===== src/rtl/sobel_window_ctrl.sv =====
// Sequences one frame of raster pixels into 3x3 Sobel neighbourhoods using two
// line buffers; emits the eight outer taps through a registered valid/ready stage.
module sobel_window_ctrl #(
    parameter int unsigned IMG_W = 64,
    parameter int unsigned IMG_H = 64,
    parameter int unsigned DW    = 8
) (
    input  logic          clk_i,
    input  logic          rst_i,
    input  logic          start_i,
    input  logic          in_valid_i,
    input  logic [DW-1:0] in_data_i,
    output logic          in_ready_o,
    output logic          win_valid_o,
    input  logic          win_ready_i,
    output logic [DW-1:0] p0_o,
    output logic [DW-1:0] p1_o,
    output logic [DW-1:0] p2_o,
    output logic [DW-1:0] p3_o,
    output logic [DW-1:0] p5_o,
    output logic [DW-1:0] p6_o,
    output logic [DW-1:0] p7_o,
    output logic [DW-1:0] p8_o,
    output logic          busy_o,
    output logic          frame_done_o
);

    localparam int unsigned COL_W = $clog2(IMG_W);
    localparam int unsigned ROW_W = $clog2(IMG_H);

    typedef enum logic [1:0] {
        IDLE  = 2'd0,
        RUN   = 2'd1,
        FLUSH = 2'd2
    } state_e;

    state_e           state_q;
    logic [COL_W-1:0] col_q, col_d;
    logic [ROW_W-1:0] row_q, row_d;
    logic             win_valid_q;
    logic             frame_done_q;
    logic [DW-1:0]    p0_q, p1_q, p2_q, p3_q, p5_q, p6_q, p7_q, p8_q;

    logic [DW-1:0]    lb1_q [IMG_W];
    logic [DW-1:0]    lb2_q [IMG_W];
    // Two previous window columns, [2]=top [1]=mid [0]=bottom
    logic [2:0][DW-1:0] colm2_q;
    logic [2:0][DW-1:0] colm1_q;

    logic             accept;
    logic             load;
    logic             last_px;
    logic [DW-1:0]    lb_top;
    logic [DW-1:0]    lb_mid;

    assign in_ready_o = (state_q == RUN) && (!win_valid_q || win_ready_i);
    assign accept     = in_valid_i && in_ready_o;
    assign lb_top     = lb2_q[col_q];
    assign lb_mid     = lb1_q[col_q];
    assign last_px    = (row_q == ROW_W'(IMG_H - 1)) && (col_q == COL_W'(IMG_W - 1));
    assign load       = accept && (row_q >= ROW_W'(2)) && (col_q >= COL_W'(2));

    // Raster position advance
    always_comb begin
        col_d = col_q;
        row_d = row_q;
        if (accept) begin
            if (col_q == COL_W'(IMG_W - 1)) begin
                col_d = '0;
                row_d = last_px ? '0 : row_q + ROW_W'(1);
            end else begin
                col_d = col_q + COL_W'(1);
            end
        end
    end

    // Control FSM, counters and registered output stage
    always_ff @(posedge clk_i) begin
        if (rst_i) begin
            state_q      <= IDLE;
            row_q        <= '0;
            col_q        <= '0;
            win_valid_q  <= 1'b0;
            frame_done_q <= 1'b0;
            p0_q         <= '0;
            p1_q         <= '0;
            p2_q         <= '0;
            p3_q         <= '0;
            p5_q         <= '0;
            p6_q         <= '0;
            p7_q         <= '0;
            p8_q         <= '0;
        end else begin
            frame_done_q <= 1'b0;
            row_q        <= row_d;
            col_q        <= col_d;
            case (state_q)
                IDLE: begin
                    if (start_i) begin
                        state_q <= RUN;
                        row_q   <= '0;
                        col_q   <= '0;
                    end
                end
                RUN: begin
                    if (accept && last_px) begin
                        state_q <= FLUSH;
                    end
                end
                FLUSH: begin
                    if (!win_valid_q || win_ready_i) begin
                        state_q      <= IDLE;
                        frame_done_q <= 1'b1;
                    end
                end
                default: state_q <= IDLE;
            endcase

            // A newly loaded window takes priority over a same-cycle consume
            if (load) begin
                win_valid_q <= 1'b1;
                p0_q        <= colm2_q[2];
                p1_q        <= colm1_q[2];
                p2_q        <= lb_top;
                p3_q        <= colm2_q[1];
                p5_q        <= lb_mid;
                p6_q        <= colm2_q[0];
                p7_q        <= colm1_q[0];
                p8_q        <= in_data_i;
            end else if (win_ready_i) begin
                win_valid_q <= 1'b0;
            end
        end
    end

    // Line buffers and column history carry no reset
    always_ff @(posedge clk_i) begin
        if (accept) begin
            lb1_q[col_q] <= in_data_i;
            lb2_q[col_q] <= lb1_q[col_q];
            colm2_q      <= colm1_q;
            colm1_q      <= {lb_top, lb_mid, in_data_i};
        end
    end

    assign win_valid_o  = win_valid_q;
    assign frame_done_o = frame_done_q;
    assign busy_o       = (state_q != IDLE);
    assign p0_o         = p0_q;
    assign p1_o         = p1_q;
    assign p2_o         = p2_q;
    assign p3_o         = p3_q;
    assign p5_o         = p5_q;
    assign p6_o         = p6_q;
    assign p7_o         = p7_q;
    assign p8_o         = p8_q;

endmodule


===== config.mk =====
export PLATFORM = sky130hd
export DESIGN_NAME = sobel_window_ctrl
export DESIGN_NICKNAME = d
export VERILOG_FILES = /design/src/rtl/sobel_window_ctrl.sv
export SDC_FILE = /design/constraint.sdc
export NUM_CORES = 1
export LEC_CHECK = 0
export BUFFER_PORTS_ARGS = -buffer_cell sky130_fd_sc_hd__buf_2
export CAP_MARGIN = 20
export CELL_PAD_IN_SITES_DETAIL_PLACEMENT = 0
export CELL_PAD_IN_SITES_GLOBAL_PLACEMENT = 2
export CORE_ASPECT_RATIO = 1.2
export CORE_MARGIN = 2
export CORE_UTILIZATION = 42
export CTS_CLUSTER_SIZE = 16
export DETAILED_ROUTE_END_ITERATION = 12
export PLACE_DENSITY_LB_ADDON = 0.05
export SKIP_LAST_GASP = 1
export SLEW_MARGIN = 20
export SYNTH_ARGS = -nofsm -noshare
export SYNTH_HDL_FRONTEND = slang
export SYNTH_SLANG_ARGS = --single-unit

===== constraint.sdc =====
create_clock -name clk_i -period 5.47 [get_ports clk_i]
set_clock_uncertainty 0.1 [all_clocks]
set_input_delay 0.2735 -clock clk_i [delete_from_list [all_inputs] [get_ports clk_i]]
set_output_delay 0.2735 -clock clk_i [all_outputs]
set_load 0.03 [all_outputs]

Word-level counts from Yosys, hierarchy flattened
Memories as Yosys holds them, arrays and structs flattened. A register that Yosys moved wholly into a read port is not among the register bits.
Index checks and enable logic that the tools add are counted.
{"block": "classes", "reduce_logical": 13, "addsub": 2, "n_eq_ne": 7, "muxes": 20, "magnitude_cmp": 2, "bitwise_logic": 1}
{"operator": "2-to-1 mux 6 bit", "n": 11}
{"operator": "adder 6 x 1 -> 6 bit, second input constant", "n": 2}
{"operator": "== test 6 bit, second input constant", "n": 2}
{"operator": "greater-or-equal comparator 6 x 2 -> 1 bit, second input constant", "n": 2}
{"operator": "logical AND 1 bit", "n": 6}
{"operator": "2-to-1 mux 2 bit", "n": 3}
{"operator": "one-hot mux 2 bit (3 select lines)", "n": 1}
{"operator": "2-to-1 mux 1 bit", "n": 5}
{"operator": "inequality test 2 bit, second input constant", "n": 2}
{"operator": "nonzero test 2 bit", "n": 2}
{"operator": "AND reduction 3 bit", "n": 1}
{"operator": "== test 2 x 1 -> 1 bit, second input constant", "n": 1}
{"operator": "== test 2 bit, second input constant", "n": 1}
{"operator": "logical NOT 2 bit", "n": 1}
{"operator": "inequality test 2 x 1 -> 1 bit, second input constant", "n": 1}
{"operator": "OR reduction 2 bit", "n": 1}
{"operator": "logical NOT 1 bit", "n": 1}
{"operator": "logical OR 1 bit", "n": 1}
{"operator": "NOT 1 bit", "n": 1}
{"block": "totals", "mem_count": 2, "ff_bits": 128, "ramBits": 1024, "word_cells": 66}
{"name": "lb1_q", "depth": 64, "word_bits": 8, "rd": 1, "rd_clocked_by_memory_dff": 1, "write_ports": 1, "line": "44", "source": "logic [DW-1:0] lb1_q [IMG_W];"}
{"name": "lb2_q", "depth": 64, "word_bits": 8, "rd": 1, "rd_clocked_by_memory_dff": 1, "write_ports": 1, "line": "45", "source": "logic [DW-1:0] lb2_q [IMG_W];"}

Depth between registers and ports, before layout
Gate-level depths: netlist of run 1.
{"block": "depth", "ltp_word": 8, "depth_mapped": 11, "depth_no_buf": 8}

Least setup slack after synthesis of run 1
Ideal clock, no wire load.
{"block": "synth_path", "path_type": "flip-flop to flip-flop", "startpoint": "reg win_valid_q, in the netlist win_valid_o", "endpoint": "mem lb1_q[10][0] (enable)", "setup_slack_ns": 1.277, "stages_incl_launch_ff": 7, "required_time_ns": 4.981, "n_path_buf": 2, "arrival_ns": 3.705, "cell_sequence": "dfxtp_1 -> nand2b_1 -> and3_1 -> buf_2 -> buf_1 -> nand3_1 -> nor2_1"}
{"block": "synth_via", "elab_chain_cells": 6}
{"element": "start, declared", "line": "40", "source": "logic win_valid_q;"}
{"element": "start signal, assigned", "line": "83", "source": "win_valid_q <= 1'b0;"}
{"element": "start signal, assigned", "line": "121", "source": "win_valid_q <= 1'b1;"}
{"element": "start signal, assigned", "line": "131", "source": "win_valid_q <= 1'b0;"}
{"element": "logical NOT 1 bit", "line": "56", "source": "assign in_ready_o = (state_q == RUN) && (!win_valid_q || win_ready_i);"}
{"element": "logical OR 1 bit", "line": "56"}
{"element": "logical AND 1 bit", "line": "56"}
{"element": "logical AND 1 bit", "line": "57", "source": "assign accept = in_valid_i && in_ready_o;"}
{"element": "via accept", "line": "50", "source": "logic accept;"}
{"element": "2-to-1 mux 1 bit", "line": "138", "source": "if (accept) begin"}
{"element": "2-to-1 mux 1 bit (not written as such)", "line": "139", "source": "lb1_q[col_q] <= in_data_i;"}
{"element": "end, declared", "line": "44"}
The timed path passes the listed nets, and every way through them passes these cells.

==> summary.md, run 1 <==
| Metric | Value |
|---|---|
| R2R Setup Slk | `between 900 and 1000 ps` |
| Area grow syn2layout | `14.8%` |
| Worst Tran Pin Value | `1250 ps` |
| Cell taking the most area after synthesis | `edfxtp_1` |
| Max_slew headroom | `about 16%` |
| Largest family of logic cells by synthesized area | `compound AO/OA/AOI/OAI gates` |
| Wirelength per Cell | `35.9 µm` |
| Crit Path Max Fanout | `65` |
| Met1 usage | `39.0%` |
| Ys async rst share | `0%` |
| Most instantiated library cell after synthesis | `edfxtp_1` |
| Number of diodes | `0` |
| Crit path buf inv count | `3` |
| Worst r2r src | `col_q[2]` |
| Fin crit share | `between 80% and 90%` |
| DRT Pass-1 Iters | `6` |
| Initial Util | `between 40% and 50%` |
| Post-synthesis xor/xnor area fraction | `0.178%` |
| Fraction of the mapped netlist area in compound gates | `11.5%` |
| Maximum VDD drop | `0.252 mV` |
| Post-synth EDFFs | `about 1100` |
| Avg Vias per Cell | `around 6.3` |
| Met3 GRT Util | `under 10%` |
| Most used cell, CP | `buf_4` |
| Die area | `108000 µm²` |
| F_max | `between 200 and 250 MHz` |
| Setup-failing EPs final | `0` |
| Largest net degree at the start of global routing | `67` |
| Hold Crit Class | `in -> reg` |
| Die H | `~360 µm` |
| Core ar. | `104000 µm²` |
| Netlist cell types | `80` |
| First-pass GRT wire length | `approximately 210000 µm` |
| Via Count | `~27000` |
| Io pins | `between 80 and 90` |
| Gr usage total | `28.5%` |
| Overall Power | `about 18 mW` |
| Synthesized area | `~44000 µm²` |
| Pwr dens | `363 nW/µm²` |
| Crit path time final | `4540 ps` |
| Synth Flop Type | `edfxtp_1` |
| Share of cells above drive strength 1 | `around a fifth` |
| Maxcap violations | `0` |
| Total CTS buffers | `115` |
| Die width | `~300 µm` |
| Worst EP arrival | `about 4800 ps` |
| Iter 0 DRT Violations | `3196` |
| Root Buffer | `clkbuf_16` |
| Setup crit start | `col_q[2]` |
| CTS tree | `done` |
| Post-route ant nets | `0` |
| Post-synthesis mux area share | `~4.8%` |
| Worst Setup Start Kind | `flip-flop` |
| Placed Cells | `roughly 4100` |
| Reg2Reg Capture Point | `lb2_q[61][0]` |
| Worst Hold Depth | `4` |
| Vias in the first global route | `about 26000` |
| CTS clk-pin slew, worst paths | `60 ps` |
| Worst r2r path cells | `8` |
| Flop and latch count out of synthesis | `around 1200` |
| Element type at the critical path end | `flip-flop` |
| WP depth | `8` |
| Rows | `130` |
| RSZ-0062 raised after global routing | `false` |
| Gr busiest metal | `met2` |
| H-tree depth | `3` |
| Post-synthesis adder-cell area fraction | `less than 1%` |
| Avg Inst Size Synth | `between 15 and 20 µm²` |
| GP Congestion | `a little under 0.9` |
| List of most frequent post-synthesis cells | `edfxtp_1, a22oi_1, nand2_1` |
| Worst EP required | `~5700 ps` |
| Drt drc | `0` |
| Slowest-stage cell, CP | `dfxtp_4` |
| Lkg Pwr | `roughly 16 nW` |
| Antenna violations before repair | `10` |
| TNS Setup | `0 ps` |
| Clock Path Buffers | `3` |
| Crit-path cells | `nor2b_4, buf_4, a22oi_1, o32ai_1, nor4b_1, buf_4, nand2_2, buf_4` |
| Run status | `finished clean` |
| YS warnings | `0` |
| Hold Vio Cnt, Final | `0` |
| Synthesized Nets | `around 2700` |
| Worst path max stage delay | `roughly 970 ps` |
| Worst setup path end | `lb2_q[61][0]` |
| Yosys top cell area share | `between 70% and 80%` |
| PortBufs | `80` |
| Remaining Overflow, GRT | `0` |
| Sequential share of the synthesized area | `76.5%` |
| # Post-CTS Setup Buffers | `0` |
| Final HPWL DP | `between 90000 and 100000 µm` |
| WL final | `about 150000 µm` |
| Worst-skew pair later-pin latency | `720 ps` |
| Area contributors post-synth | `edfxtp_1, dfxtp_1, a22oi_1` |
| Crit-path leading delay family | `simple AND/OR/NAND/NOR gates` |
| Simple-Gate Fraction of Synth Area | `roughly 4.5%` |
| Critical Setup Path Class | `reg -> reg` |
| Max Slew Vio Count | `0` |
| Cells after Synth | `~2600` |
| Non-filler cells, final | `~4300` |
| # nets final | `approximately 2800` |
| Clock sink count | `around 1200` |
| GRT met2 Usage | `approximately 46%` |
## worst register-to-register path, cell delays in order, from the launching register on
cell     delay (ps)
dfxtp_4         970
nor2b_4         420
buf_4           410
a22oi_1         420
o32ai_1         180
nor4b_1         870
buf_4           260
nand2_2          40
buf_4           340
## worst min path at each step
| stage | slack, ps | to | start |
|---|---|---|---|
| floorplan | 270 | colm1_q[0] | in_data_i[0] |
| global placement | 300 | colm2_q[11] | colm1_q[11] |
| detailed placement | 300 | colm2_q[11] | colm1_q[11] |
| CTS | 140 | p8_o[6] | in_data_i[6] |
| global route | 200 | p8_o[6] | in_data_i[6] |
| finish | 180 | p8_o[6] | in_data_i[6] |
## sequential cells by signal, summed over array words and instances, names as in the netlist, 6 cells and up
signal and cells:
lb1_q 512, p3_o 8, colm2_q 24, p8_o 8, p1_o 8, p0_o 8, p5_o 8, col_q 6
lb2_q 512, p7_o 8, row_q 6, p6_o 8, p2_o 8, colm1_q 24
## layer usage
layer / part of all wire (%) / up-vias
li1: - / 11100
met1: 41 / 14200
met2: 48 / 1299
met3: 7.9 / 239
met4: 3.5 / 8
met5: 0.035 / -
## placed cells by master (no fill, tap or decap), types with 32 or more instances in the layout
cell type,netlist,layout
a22oi_1,210,210
buf_2,92,80
edfxtp_1,1072,1072
clkbuf_1,60,34
o22ai_1,62,62
o221ai_1,32,32
buf_4,16,158
mux2i_1,73,73
o21ai_0,48,46
nand2_1,154,146
dfxtp_1,80,77
a221oi_1,87,87
nor2_1,125,117
a21oi_1,93,93
mux2_2,55,55
clkbuf_16,0,117
## metrics by stage
| stage | utilization, % | setup slack, ps | cell area (µm²) | hold slack (ps) |
|---|---|---|---|---|
| after global routing | 48.5 | 985 | 50700 | 198 |
| after floorplan | - | 1280 | 44200 | 272 |
| final | 48.5 | 932 | 50700 | 182 |
| after CTS | 48.5 | 1070 | 50700 | 137 |
| after detailed placement | 44.9 | 1100 | 46900 | 305 |
| after global placement | 44.9 | 1100 | 46900 | 301 |
## what timing repair did
action,CTS,global route
gates resized for setup,0,0
hold buffers,3,0
hold endpoints to repair,12,0
## cell families after synthesis
kind of cell	count (synthesis)
compound gates	686
buf+inv	208
fa+ha+maj	4
mux	162
flops	1152
xor+xnor	9
simple gates	424
## cell type report
cell class	instances	area, µm²
clock inverters	60	617
multi-input cells	1285	9430
inverters	7	26.3
flip-flops and latches	1152	33800
fillers	8910	53700
repair buffers	258	1960
well taps	1386	1730
clock buffers	156	3120
## where the power goes
part           switching (mW)  leakage [nW]  internal (mW)
sequential             0.0246          10.3           9.71
combinational           0.578          3.78          0.179
clock                    3.37          1.83           4.55
total                    3.97          15.9           14.4
Note: power is estimated with default switching activity, not from simulation.
==> run 2: changes to the inputs <==
--- a/config.mk
+++ b/config.mk
@@ -5,6 +5,7 @@
 export SDC_FILE = /design/constraint.sdc
 export NUM_CORES = 1
 export LEC_CHECK = 0
+export ABC_AREA = 1
 export BUFFER_PORTS_ARGS = -buffer_cell sky130_fd_sc_hd__buf_2
 export CAP_MARGIN = 20
 export CELL_PAD_IN_SITES_DETAIL_PLACEMENT = 0
==> constraint.sdc (replaced) <==
create_clock -name clk_i -period 4.28 [get_ports clk_i]
set_clock_uncertainty 0.1 [all_clocks]
set_input_delay 0.214 -clock clk_i [delete_from_list [all_inputs] [get_ports clk_i]]
set_output_delay 0.214 -clock clk_i [all_outputs]
set_load 0.03 [all_outputs]
==> run 2 against run 1 <==
  * Via count increased by 18%
  * Non-clock buffer count shrank 10
  * Fmax grew 22%
  * Clock power up 41%
  * Sequential power increased by 27%
  * Combinational power up 44%
  * Core utilization about the same
  * Largest cell class unchanged
==> summary.md, run 2 <==
| Metric | Value |
|---|---|
| Final core occ | `48.5% (about the same)` |
| Initial Util | `42.3% (about the same)` |
| Post-synth EDFFs | `1072 (unchanged)` |
| Hold Vio Cnt, Final | `0 (unchanged)` |
| Clock Path Buffers | `3 (unchanged)` |
| Worst r2r src | `col_q[0] (was col_q[2])` |
| GRT met2 Usage | `41.7% (was 45.8%)` |
| CTS clk-pin slew, worst paths | `60 ps (about the same)` |
| Element type at the critical path end | `flip-flop (unchanged)` |
| Cell taking the most area after synthesis | `edfxtp_1 (unchanged)` |
| Reg2Reg Capture Point | `lb2_q[43][0] (was lb2_q[61][0])` |
| # nets final | `4863 (was 2836)` |
| Crit path time final | `3720 ps (was 4540 ps)` |
| Number of diodes | `0 (unchanged)` |
| Critical Setup Path Class | `reg -> reg (unchanged)` |
| Largest net degree at the start of global routing | `102 (was 67)` |
| Slowest-stage cell, CP | `nor2_1 (was dfxtp_4)` |
| DP Area | `50400 µm² (was 46900 µm²)` |
| Layout Cell Area excl Fill | `54700 µm² (was 50700 µm²)` |
| Worst Tran Pin Value | `990 ps (was 1250 ps)` |
| Area grow syn2layout | `14.8% (about the same)` |
| Yosys top cell area share | `67.5% (was 72.9%)` |
| # Post-CTS Setup Buffers | `0 (unchanged)` |
| Die width | `312 µm (was 300 µm)` |
| Hold WS | `51.6 ps (was 182 ps)` |
| Net Sw Frac | `21.4% (was 21.6%)` |
| Placed Cells | `6221 (was 4085)` |
| Share of cells above drive strength 1 | `9.23% (was 19.3%)` |
| Iter 0 DRT Violations | `2196 (was 3196)` |
| F_max | `269 MHz (was 220 MHz)` |
| Remaining Overflow, GRT | `0 (unchanged)` |
| Worst EP required | `4590 ps (was 5690 ps)` |
| Hold Crit Class | `in -> reg (unchanged)` |
| Reg power frac | `50.2% (was 52.9%)` |
| Crit Path Max Fanout | `73 (was 65)` |
| Sequential share of the synthesized area | `70.9% (was 76.5%)` |
| Vias in the first global route | `31300 (was 26200)` |
| # hold bufs at CTS | `9 (was 3)` |
| Worst path max stage delay | `660 ps (was 970 ps)` |
| WL final | `145000 µm (was 155000 µm)` |
| Crit-path leading delay family | `simple AND/OR/NAND/NOR gates (unchanged)` |
| Crit path buf inv count | `4 (was 3)` |
| YS warnings | `0 (unchanged)` |
| Io pins | `81 (unchanged)` |
| Avg Vias per Cell | `4.92 (was 6.25)` |
| Min-delay src | `in_data_i[1] (was in_data_i[6])` |
| Overall Power | `24.7 mW (was 18.4 mW)` |
| Pwr dens | `452 nW/µm² (was 363 nW/µm²)` |
| Met3 GRT Util | `3.15% (was 4.94%)` |
| H-tree depth | `3 (unchanged)` |
| Most frequent cells in the layout | `nand2_1, edfxtp_1, nor2_1, buf_4, clkbuf_16 (was edfxtp_1, a22oi_1, buf_4, nand2_1)` |
| Crit-path cells | `inv_8, buf_4, buf_4, nand2_1, nand2_1, nand2_1, nand2_1, nand2_1, nand2_1, nand2_1, nand2_1, nor2_1, nand2_2, buf_12 (was nor2b_4, buf_4, a22oi_1, o32ai_1, nor4b_1, buf_4, nand2_2, buf_4)` |
| Most instantiated library cell after synthesis | `nand2_1 (was edfxtp_1)` |
| CTS tree | `done (unchanged)` |
| Clock sink count | `1152 (unchanged)` |
| List of most frequent post-synthesis cells | `nand2_1, edfxtp_1, nor2_1 (was edfxtp_1, a22oi_1, nand2_1)` |
| Avg Inst Size Synth | `10.1 µm² (was 16.7 µm²)` |
| Internal | `19.4 mW (was 14.4 mW)` |
| GP Congestion | `0.797 (was 0.877)` |
| Filler cell count | `10600 (was 8910)` |
| Via Count | `31800 (was 26900)` |
| Area contributors post-synth | `edfxtp_1, nand2_1, dfxtp_1 (was edfxtp_1, dfxtp_1, a22oi_1)` |
| Ys async rst share | `0% (unchanged)` |
| Rows | `135 (was 130)` |
| Netlist cell types | `30 (was 80)` |
| Most used cell, CP | `nand2_1 (was buf_4)` |
| First-pass GRT wire length | `213000 µm (was 214000 µm)` |
| Synthesized area | `47700 µm² (was 44200 µm²)` |
| Max Slew Vio Count | `0 (unchanged)` |
| Worst Hold Depth | `1 (was 4)` |
| PortBufs | `80 (unchanged)` |
| Max_slew headroom | `34.0% (was 16.5%)` |
| Worst-skew pair later-pin latency | `730 ps (was 720 ps)` |
| Non-filler cells, final | `6459 (was 4304)` |
| Commonest non-fill, non-tap cell in the layout | `nand2_1 (was edfxtp_1)` |
| Resize count post-CTS | `0 (unchanged)` |
| Largest registers | `lb1_q (512), lb2_q (512) (unchanged)` |
| Worst setup margin | `562 ps (was 932 ps)` |
| Maximum VDD drop | `0.310 mV (was 0.252 mV)` |
| Wirelength per Cell | `22.4 µm (was 35.9 µm)` |
| Flop and latch count out of synthesis | `1152 (unchanged)` |
| DRT Pass-1 Iters | `5 (was 6)` |
| Antenna violations before repair | `5 (was 10)` |
| Post-route ant nets | `0 (unchanged)` |
| Comb pwr share | `4.4% (was 4.1%)` |
| Synthesized Nets | `4721 (was 2662)` |
| Root Buffer | `clkbuf_16 (unchanged)` |
| Synth Flop Type | `edfxtp_1 (unchanged)` |
| Worst r2r path cells | `14 (was 8)` |
| WHS Endpoint | `lb1_q[57][1] (was p8_o[6])` |
| Maxcap violations | `0 (unchanged)` |
| Lkg Pwr | `22.6 nW (was 15.9 nW)` |
| Drt drc | `0 (unchanged)` |
| TNS Setup | `0 ps (unchanged)` |
| Clock power share | `45.4% (was 43.0%)` |
| R2R Setup Slk | `560 ps (was 930 ps)` |
| Total CTS buffers | `120 (was 115)` |
| Die area | `116000 µm² (was 108000 µm²)` |
| Core ar. | `113000 µm² (was 104000 µm²)` |
| Met1 usage | `33.2% (was 39.0%)` |
| Setup-failing EPs final | `0 (unchanged)` |
| Dpl ws | `575 ps (was 1100 ps)` |
| Run status | `finished clean (unchanged)` |
| Worst EP arrival | `4030 ps (was 4760 ps)` |
| Gr busiest metal | `met2 (unchanged)` |
| Die H | `373 µm (was 359 µm)` |
| Cells after Synth | `4704 (was 2645)` |
| RSZ-0062 raised after global routing | `false (unchanged)` |
| Fin crit share | `86.9% (was 83.0%)` |
| Switching power total | `5.30 mW (was 3.97 mW)` |
| Gr usage total | `25.0% (was 28.5%)` |
| Final HPWL DP | `82800 µm (was 94300 µm)` |
| Worst Setup Start Kind | `flip-flop (unchanged)` |
-- run 2: worst max-delay path by stage --
stage / endpoint / startpoint / depth (start not counted)
2_1_floorplan: lb1_q[10][0] / win_valid_o / 8
3_3_place_gp: lb2_q[41][0] / col_q[0] / 14
3_5_place_dp: lb2_q[40][0] / col_q[0] / 14
4_1_cts: lb2_q[40][0] / col_q[0] / 14
5_1_grt: lb2_q[43][0] / col_q[0] / 14
6_report: lb2_q[43][0] / col_q[0] / 14
-- run 2: power groups by stage --
stage          combinational (mW)  clock, mW  sequential (mW)
2_1_floorplan               0.601          0             12.6
3_3_place_gp                 1.11          0             12.6
3_5_place_dp                 1.11          0             12.6
4_1_cts                      1.12       11.4             12.4
5_1_grt                      1.23       11.9             12.4
6_report                     1.09       11.2             12.4
-- run 2: logic make-up (layout without fill, tap and decap cells) --
kind of cell,after synthesis,after routing,share of synthesized area (%)
buffers and inverters,294,542,2.88
AOI/OAI and AO/OA,81,81,0.892
and+or+nand+nor,3171,3171,25.2
xor gates and xnor gates,2,2,0.0367
DFF,1152,1152,70.9
adders and majority gates,4,4,0.105
-- run 2: routing by layer --
metal	vias to the layer above	part of all wire [%]
met5	-	0
met3	201	4.4
met2	692	48
met1	15400	44
li1	15500	-
met4	0	3.8
-- run 2: final cells by class --
cell class | instances | area, µm² | share of cell area [%]
clock buffer | 154 | 3320 | 6.06
clock inverter | 74 | 931 | 1.70
inverter | 66 | 265 | 0.485
multi-input combinational | 3258 | 12600 | 22.9
sequential | 1152 | 33800 | 61.8
tap | 1507 | 1890 | 3.45
timing repair buffer | 248 | 1960 | 3.59
